$ cat config.mk
export PLATFORM = sky130hd
export DESIGN_NAME = kf8237_transfer_timing_control
export DESIGN_NICKNAME = d
export VERILOG_FILES = /design/src/rtl/kf8237_transfer_timing_control.sv
export SDC_FILE = /design/constraint.sdc
export NUM_CORES = 1
export LEC_CHECK = 0
export CAP_MARGIN = 20
export CORE_MARGIN = 1.5
export CORE_UTILIZATION = 40
export CTS_CLUSTER_SIZE = 8
export DETAILED_ROUTE_END_ITERATION = 12
export PLACE_DENSITY = 0.8
export SETUP_SLACK_MARGIN = 0.15
export SKIP_CTS_REPAIR_TIMING = 1
export SYNTH_ARGS = -nofsm -noshare
export SYNTH_HDL_FRONTEND = slang
export SYNTH_SLANG_ARGS = --single-unit
$ cat constraint.sdc
create_clock -name clock -period 3 [get_ports clock]
set_input_delay 0.45 -clock clock [delete_from_list [all_inputs] [get_ports clock]]
set_output_delay 0.45 -clock clock [all_outputs]
set_load 0.005 [all_outputs]
$ cat src/rtl/kf8237_transfer_timing_control.sv
// KF8237 transfer sequencer: DREQ arbitration, HRQ/HLDA handshake, the
// SI/S0..S4 transfer state machine and the bus strobes. Drives the
// address/count register file (select, next_word, initialize) and consumes
// its current address, underflow and high-address-change flags.
module kf8237_transfer_timing_control (
    input  logic        clock,
    input  logic        reset,
    input  logic [3:0]  dma_request,
    input  logic        hold_acknowledge,
    input  logic        ready,
    input  logic [3:0]  request_mask,
    input  logic        controller_disable,
    input  logic        rotating_priority,
    input  logic [7:0]  transfer_mode_config,
    input  logic [7:0]  transfer_type_config,
    input  logic [3:0]  autoinitialize_config,
    input  logic [15:0] transfer_address,
    input  logic        underflow,
    input  logic        update_high_address,
    output logic [3:0]  transfer_register_select,
    output logic        next_word,
    output logic        initialize_current_register,
    output logic        hold_request,
    output logic [3:0]  dma_acknowledge,
    output logic        address_enable,
    output logic        address_strobe,
    output logic [7:0]  output_address,
    output logic [7:0]  output_high_address,
    output logic        io_read,
    output logic        io_write,
    output logic        memory_read,
    output logic        memory_write,
    output logic        end_of_process,
    output logic [3:0]  terminal_count
);

    typedef enum logic [2:0] {
        STATE_SI,
        STATE_S0,
        STATE_S1,
        STATE_S2,
        STATE_S3,
        STATE_S4
    } state_t;

    state_t      state_reg;
    state_t      state_next;
    logic [3:0]  select_reg;
    logic [1:0]  channel_reg;
    logic [1:0]  lowest_reg;
    logic        mode_block_reg;
    logic        mode_demand_reg;
    logic        type_write_reg;
    logic        type_read_reg;
    logic        autoinit_reg;
    logic [7:0]  high_address_reg;

    logic [3:0]  candidate;
    logic [1:0]  search_base;
    logic [1:0]  probe;
    logic [1:0]  winner_index;
    logic        winner_found;
    logic [1:0]  winner_mode;
    logic [1:0]  winner_type;
    logic        channel_active;

    // A channel competes only when requesting, unmasked and the controller is enabled.
    genvar gi;
    generate
        for (gi = 0; gi < 4; gi++) begin : g_candidate
            assign candidate[gi] = dma_request[gi] & ~request_mask[gi] & ~controller_disable;
        end
    endgenerate

    // Priority search: fixed starts at channel 0, rotating starts just past the last serviced channel.
    always_comb begin
        search_base  = rotating_priority ? (lowest_reg + 2'd1) : 2'd0;
        winner_found = 1'b0;
        winner_index = 2'd0;
        probe        = 2'd0;
        for (int k = 0; k < 4; k++) begin
            probe = search_base + 2'(k);
            if (!winner_found && candidate[probe]) begin
                winner_found = 1'b1;
                winner_index = probe;
            end
        end
    end

    assign winner_mode    = transfer_mode_config[{winner_index, 1'b0} +: 2];
    assign winner_type    = transfer_type_config[{winner_index, 1'b0} +: 2];
    assign channel_active = dma_request[channel_reg] & ~request_mask[channel_reg];

    // Next-state logic for the transfer sequence.
    always_comb begin
        state_next = state_reg;
        case (state_reg)
            STATE_SI: if (winner_found) state_next = STATE_S0;
            STATE_S0: begin
                if (!channel_active)       state_next = STATE_SI;
                else if (hold_acknowledge) state_next = STATE_S1;
            end
            STATE_S1: state_next = STATE_S2;
            STATE_S2: state_next = STATE_S3;
            STATE_S3: if (ready) state_next = STATE_S4;
            STATE_S4: begin
                // Single mode (and the 11 encoding) always ends after one word.
                if (underflow || !(mode_block_reg || mode_demand_reg))
                    state_next = STATE_SI;
                else if (mode_block_reg || channel_active)
                    state_next = update_high_address ? STATE_S1 : STATE_S2;
                else
                    state_next = STATE_SI;
            end
            default: state_next = STATE_SI;
        endcase
    end

    // State register plus per-transfer latches (channel, mode, type, rotation pointer, high address).
    always_ff @(posedge clock or posedge reset) begin
        if (reset) begin
            state_reg        <= STATE_SI;
            select_reg       <= 4'd0;
            channel_reg      <= 2'd0;
            lowest_reg       <= 2'd3;
            mode_block_reg   <= 1'b0;
            mode_demand_reg  <= 1'b0;
            type_write_reg   <= 1'b0;
            type_read_reg    <= 1'b0;
            autoinit_reg     <= 1'b0;
            high_address_reg <= 8'd0;
        end else begin
            state_reg <= state_next;
            if (state_reg == STATE_SI && state_next == STATE_S0) begin
                select_reg      <= 4'b0001 << winner_index;
                channel_reg     <= winner_index;
                mode_block_reg  <= (winner_mode == 2'b10);
                mode_demand_reg <= (winner_mode == 2'b00);
                type_write_reg  <= (winner_type == 2'b01);
                type_read_reg   <= (winner_type == 2'b10);
                autoinit_reg    <= autoinitialize_config[winner_index];
            end else if (state_reg != STATE_SI && state_next == STATE_SI) begin
                select_reg <= 4'd0;
            end
            // A channel counts as serviced once HLDA lets it onto the bus.
            if (state_reg == STATE_S0 && state_next == STATE_S1)
                lowest_reg <= channel_reg;
            if (state_reg == STATE_S1)
                high_address_reg <= transfer_address[15:8];
        end
    end

    // Bus strobes and register-file controls decoded from the current state.
    always_comb begin
        transfer_register_select    = select_reg;
        next_word                   = 1'b0;
        initialize_current_register = 1'b0;
        hold_request                = 1'b0;
        dma_acknowledge             = 4'd0;
        address_enable              = 1'b0;
        address_strobe              = 1'b0;
        output_address              = 8'd0;
        output_high_address         = high_address_reg;
        io_read                     = 1'b0;
        io_write                    = 1'b0;
        memory_read                 = 1'b0;
        memory_write                = 1'b0;
        end_of_process              = 1'b0;
        terminal_count              = 4'd0;
        case (state_reg)
            STATE_S0: hold_request = 1'b1;
            STATE_S1: begin
                hold_request        = 1'b1;
                address_enable      = 1'b1;
                address_strobe      = 1'b1;
                dma_acknowledge     = select_reg;
                output_address      = transfer_address[7:0];
                output_high_address = transfer_address[15:8];
            end
            STATE_S2: begin
                hold_request    = 1'b1;
                address_enable  = 1'b1;
                dma_acknowledge = select_reg;
                output_address  = transfer_address[7:0];
                io_read         = type_write_reg;
                memory_read     = type_read_reg;
            end
            STATE_S3: begin
                hold_request    = 1'b1;
                address_enable  = 1'b1;
                dma_acknowledge = select_reg;
                output_address  = transfer_address[7:0];
                io_read         = type_write_reg;
                memory_read     = type_read_reg;
                memory_write    = type_write_reg;
                io_write        = type_read_reg;
            end
            STATE_S4: begin
                hold_request                = 1'b1;
                address_enable              = 1'b1;
                dma_acknowledge             = select_reg;
                output_address              = transfer_address[7:0];
                next_word                   = 1'b1;
                end_of_process              = underflow;
                terminal_count              = select_reg & {4{underflow}};
                initialize_current_register = underflow & autoinit_reg;
            end
            default: ;
        endcase
    end

endmodule

==> impl_metrics.ini <==
[run_status]
status = complete, no violations

[worst_setup_path]
cp.arrival_ps = 2750
cp_max_fo = 17
path_cells = clkdlybuf4s50_1, or3b_1, a2111oi_0, o22a_1, a211o_2, mux2_2, o211ai_1
required_ps = 3180
cp-start-kind = input pin
cp_top_family = compound AO/OA/AOI/OAI gates
path_class = in2reg
crit_path_end_kind = flop
critPathLaunch = controller_disable
timing.rr.start = lowest_reg[1]$_DFFE_PP1P_
worst-path-stages = 7
cp_slowest_cell = clkdlybuf4s50_1
r2r.worst_path.cells = 6
critical_path.max_stage_delay_ps = 530
path_buf_inv = 1

[yosys]
synthesis.area_sq_mm = 0.001792
yosysSeqAreaShare = 0.3366
synth-simple-area-share = 0.3066
synth-compound-area-share = 0.1878
synth_common_cells = dfrtp_1 (22), and2_1 (21), mux2_2 (13)
synthArstFlopShare = 1.000
yosys_warnings = 0
ys_seq_elements = 24
yosys.area.top_type = dfrtp_1
yosysMostFrequentCell = dfrtp_1
synth_mux_area_frac = 0.1222
ys.flop_type = dfrtp_1
synthAdderAreaFrac = 0
synth_cell_types = 50
synthCells = 188
synth-xor-area-share = 0.004888
synth_top_cell_area_share = 0.3073
synth_area_leaders = dfrtp_1 (31%), mux2_2 (8.2%), and2_1 (7.3%), nor3b_1 (4.6%), nor2b_1 (3.8%)
syn_area_per_cell_sq_um = 9.530
synth_top_family_by_area = simple AND/OR/NAND/NOR gates
syn_nets = 240
synth_edf_count = 0

[drt]
wl_met1_um = 2174
wire_per_inst_um = 14.92
vias = 1788
vias_per_cell = 5.386
drc_errors = 0
drt-initial-drc-count = 79
first_pass_iters = 4
routed.top_layer = met4
wl_met2_um = 2247
routed_wl_um = 4952
ant_nets = 0
dr_wl_met3_um = 466

[floorplan]
io_pins = 90
die_y_um = 69.93
coreArea_sq_mm = 0.004324
die_x_um = 69.93
initial_core_util = 0.4144
num_rows = 24
die_area_sq_mm = 0.004890

[clock_network]
worstSkewPairLatency_ps = 260
clock-sinks = 24
cts-buffers-inserted = 3
cts_max_level = 1
cts_tree = yes
clkTransAtPathRegs_ps = 80
clk_path_buf_depth = 2
root_buffer = clkbuf_8

[sta]
whs_ps = 500.4
fmax_mhz = 389.2
period_share = 0.8565
layout_setup_ws_ps = 430.5
period_minus_slack_ps = 2570
maxSlewHeadroom = 0.3847
setup_viol = 0
tns_ps = 0
report.final.hold_viol_count = 0
rsz0062_at_grt = false
drv_slew = 0
fin_skew_ps = 2.018
worst_pin_slew_ps = 922.0

[power_and_ir_drop]
power_density_mw_per_mm2 = 684.6
p_leak_nw = 1.119
ir_drop_uv = 430.9

[global_route]
grt-ovfl-total = 0
track_usage = 0.2142
first_global_vias = 1897
antenna_found_initial = 0
grt_pass1_wl_um = 8549
grt_start_max_net_pins = 25

[layout]
areaGrowthSynthToFinish_pct = 56.21
n_antenna_cell = 0
finalNetCount = 333
instances_no_fill = 332
n_fill_cell = 392
drive_above_1_share = 0.1321
stdcell_area_sq_mm = 0.002799
largest_reg_flops = 8

[placed_design]
dp_hpwl_um = 3898
placed_cell_area_sq_mm = 0.002744
post-place-ws_ps = 151.4
portBuffers = 89
place_inst = 328
place_congestion = 0.8261

[flow_run]
cap_violations = 0

[min_path]
min_from = high_address_reg[7]$_DFF_PP0_
hold_path.class = reg2reg
whs_path_depth = 1
## report_power, final
group,total (mW),switching (mW),internal [mW],leakage (nW)
Clock,0.217,0.100,0.117,0.0288
Sequential,0.614,0.135,0.479,0.299
Combinational,1.08,0.441,0.644,0.791
## cell usage in the layout, fill, tap and decap left out, types with 6 or more instances in the layout
cell / Yosys / final
nor3b_1: 11 / 11
a21oi_1: 7 / 7
o21ai_0: 9 / 9
and2b_1: 6 / 6
nand2_1: 12 / 12
and2_1: 21 / 21
clkdlybuf4s50_1: 0 / 89
nor2b_1: 11 / 11
dfrtp_1: 22 / 22
buf_4: 0 / 7
nor2_1: 7 / 7
mux2_2: 13 / 13
## cell type report
class / instances / area, sq um / area share
multi-input combinational: 151 / 1114 / 0.3979
clock buffer: 4 / 55.05 / 0.01967
timing repair buffer: 96 / 943.4 / 0.3371
tap: 52 / 65.06 / 0.02325
sequential: 24 / 603.1 / 0.2155
inverter: 5 / 18.77 / 0.006705
## metrics by stage
step | util | total power [mW]
floorplan | - | 1.163
global placement | 0.6345 | 1.680
detailed placement | 0.6345 | 1.705
CTS | 0.6473 | 1.934
global route | 0.6473 | 2.061
finish | 0.6473 | 1.916
## final timing paths
check / slack, ps / to
max: 430 / type_read_reg$_DFFE_PP0P_
min: 500 / high_address_reg[7]$_DFF_PP0_
max reg2reg: 810 / type_read_reg$_DFFE_PP0P_
min reg2reg: 500 / high_address_reg[7]$_DFF_PP0_
max in group asynchronous: 1750 / high_address_reg[4]$_DFF_PP0_
min in group asynchronous: 680 / high_address_reg[7]$_DFF_PP0_
## worst reg2reg max path, delay by kind of cell (launching register included)
kind | cells | cell delay, ps
AOI/OAI and AO/OA | 4 | 990
muxes | 1 | 380
and+or+nand+nor | 1 | 100
DFF | 1 | 630
## cell families (layout without fill, tap and decap cells)
kind of cell	Yosys count	in the layout
buf+inv	13	105
xor+xnor	1	1
flops	24	24
mux	19	19
compound gates	43	43
simple gates	88	88
## metal layers
| metal | track usage | vias up |
|---|---|---|
| met4 | 0.05342 | 0 |
| met1 | 0.2716 | 835 |
| met3 | 0.06061 | 6 |
| li1 | - | 866 |
| met2 | 0.3608 | 81 |
| met5 | 0 | - |
(Power assumes the default switching activity.)
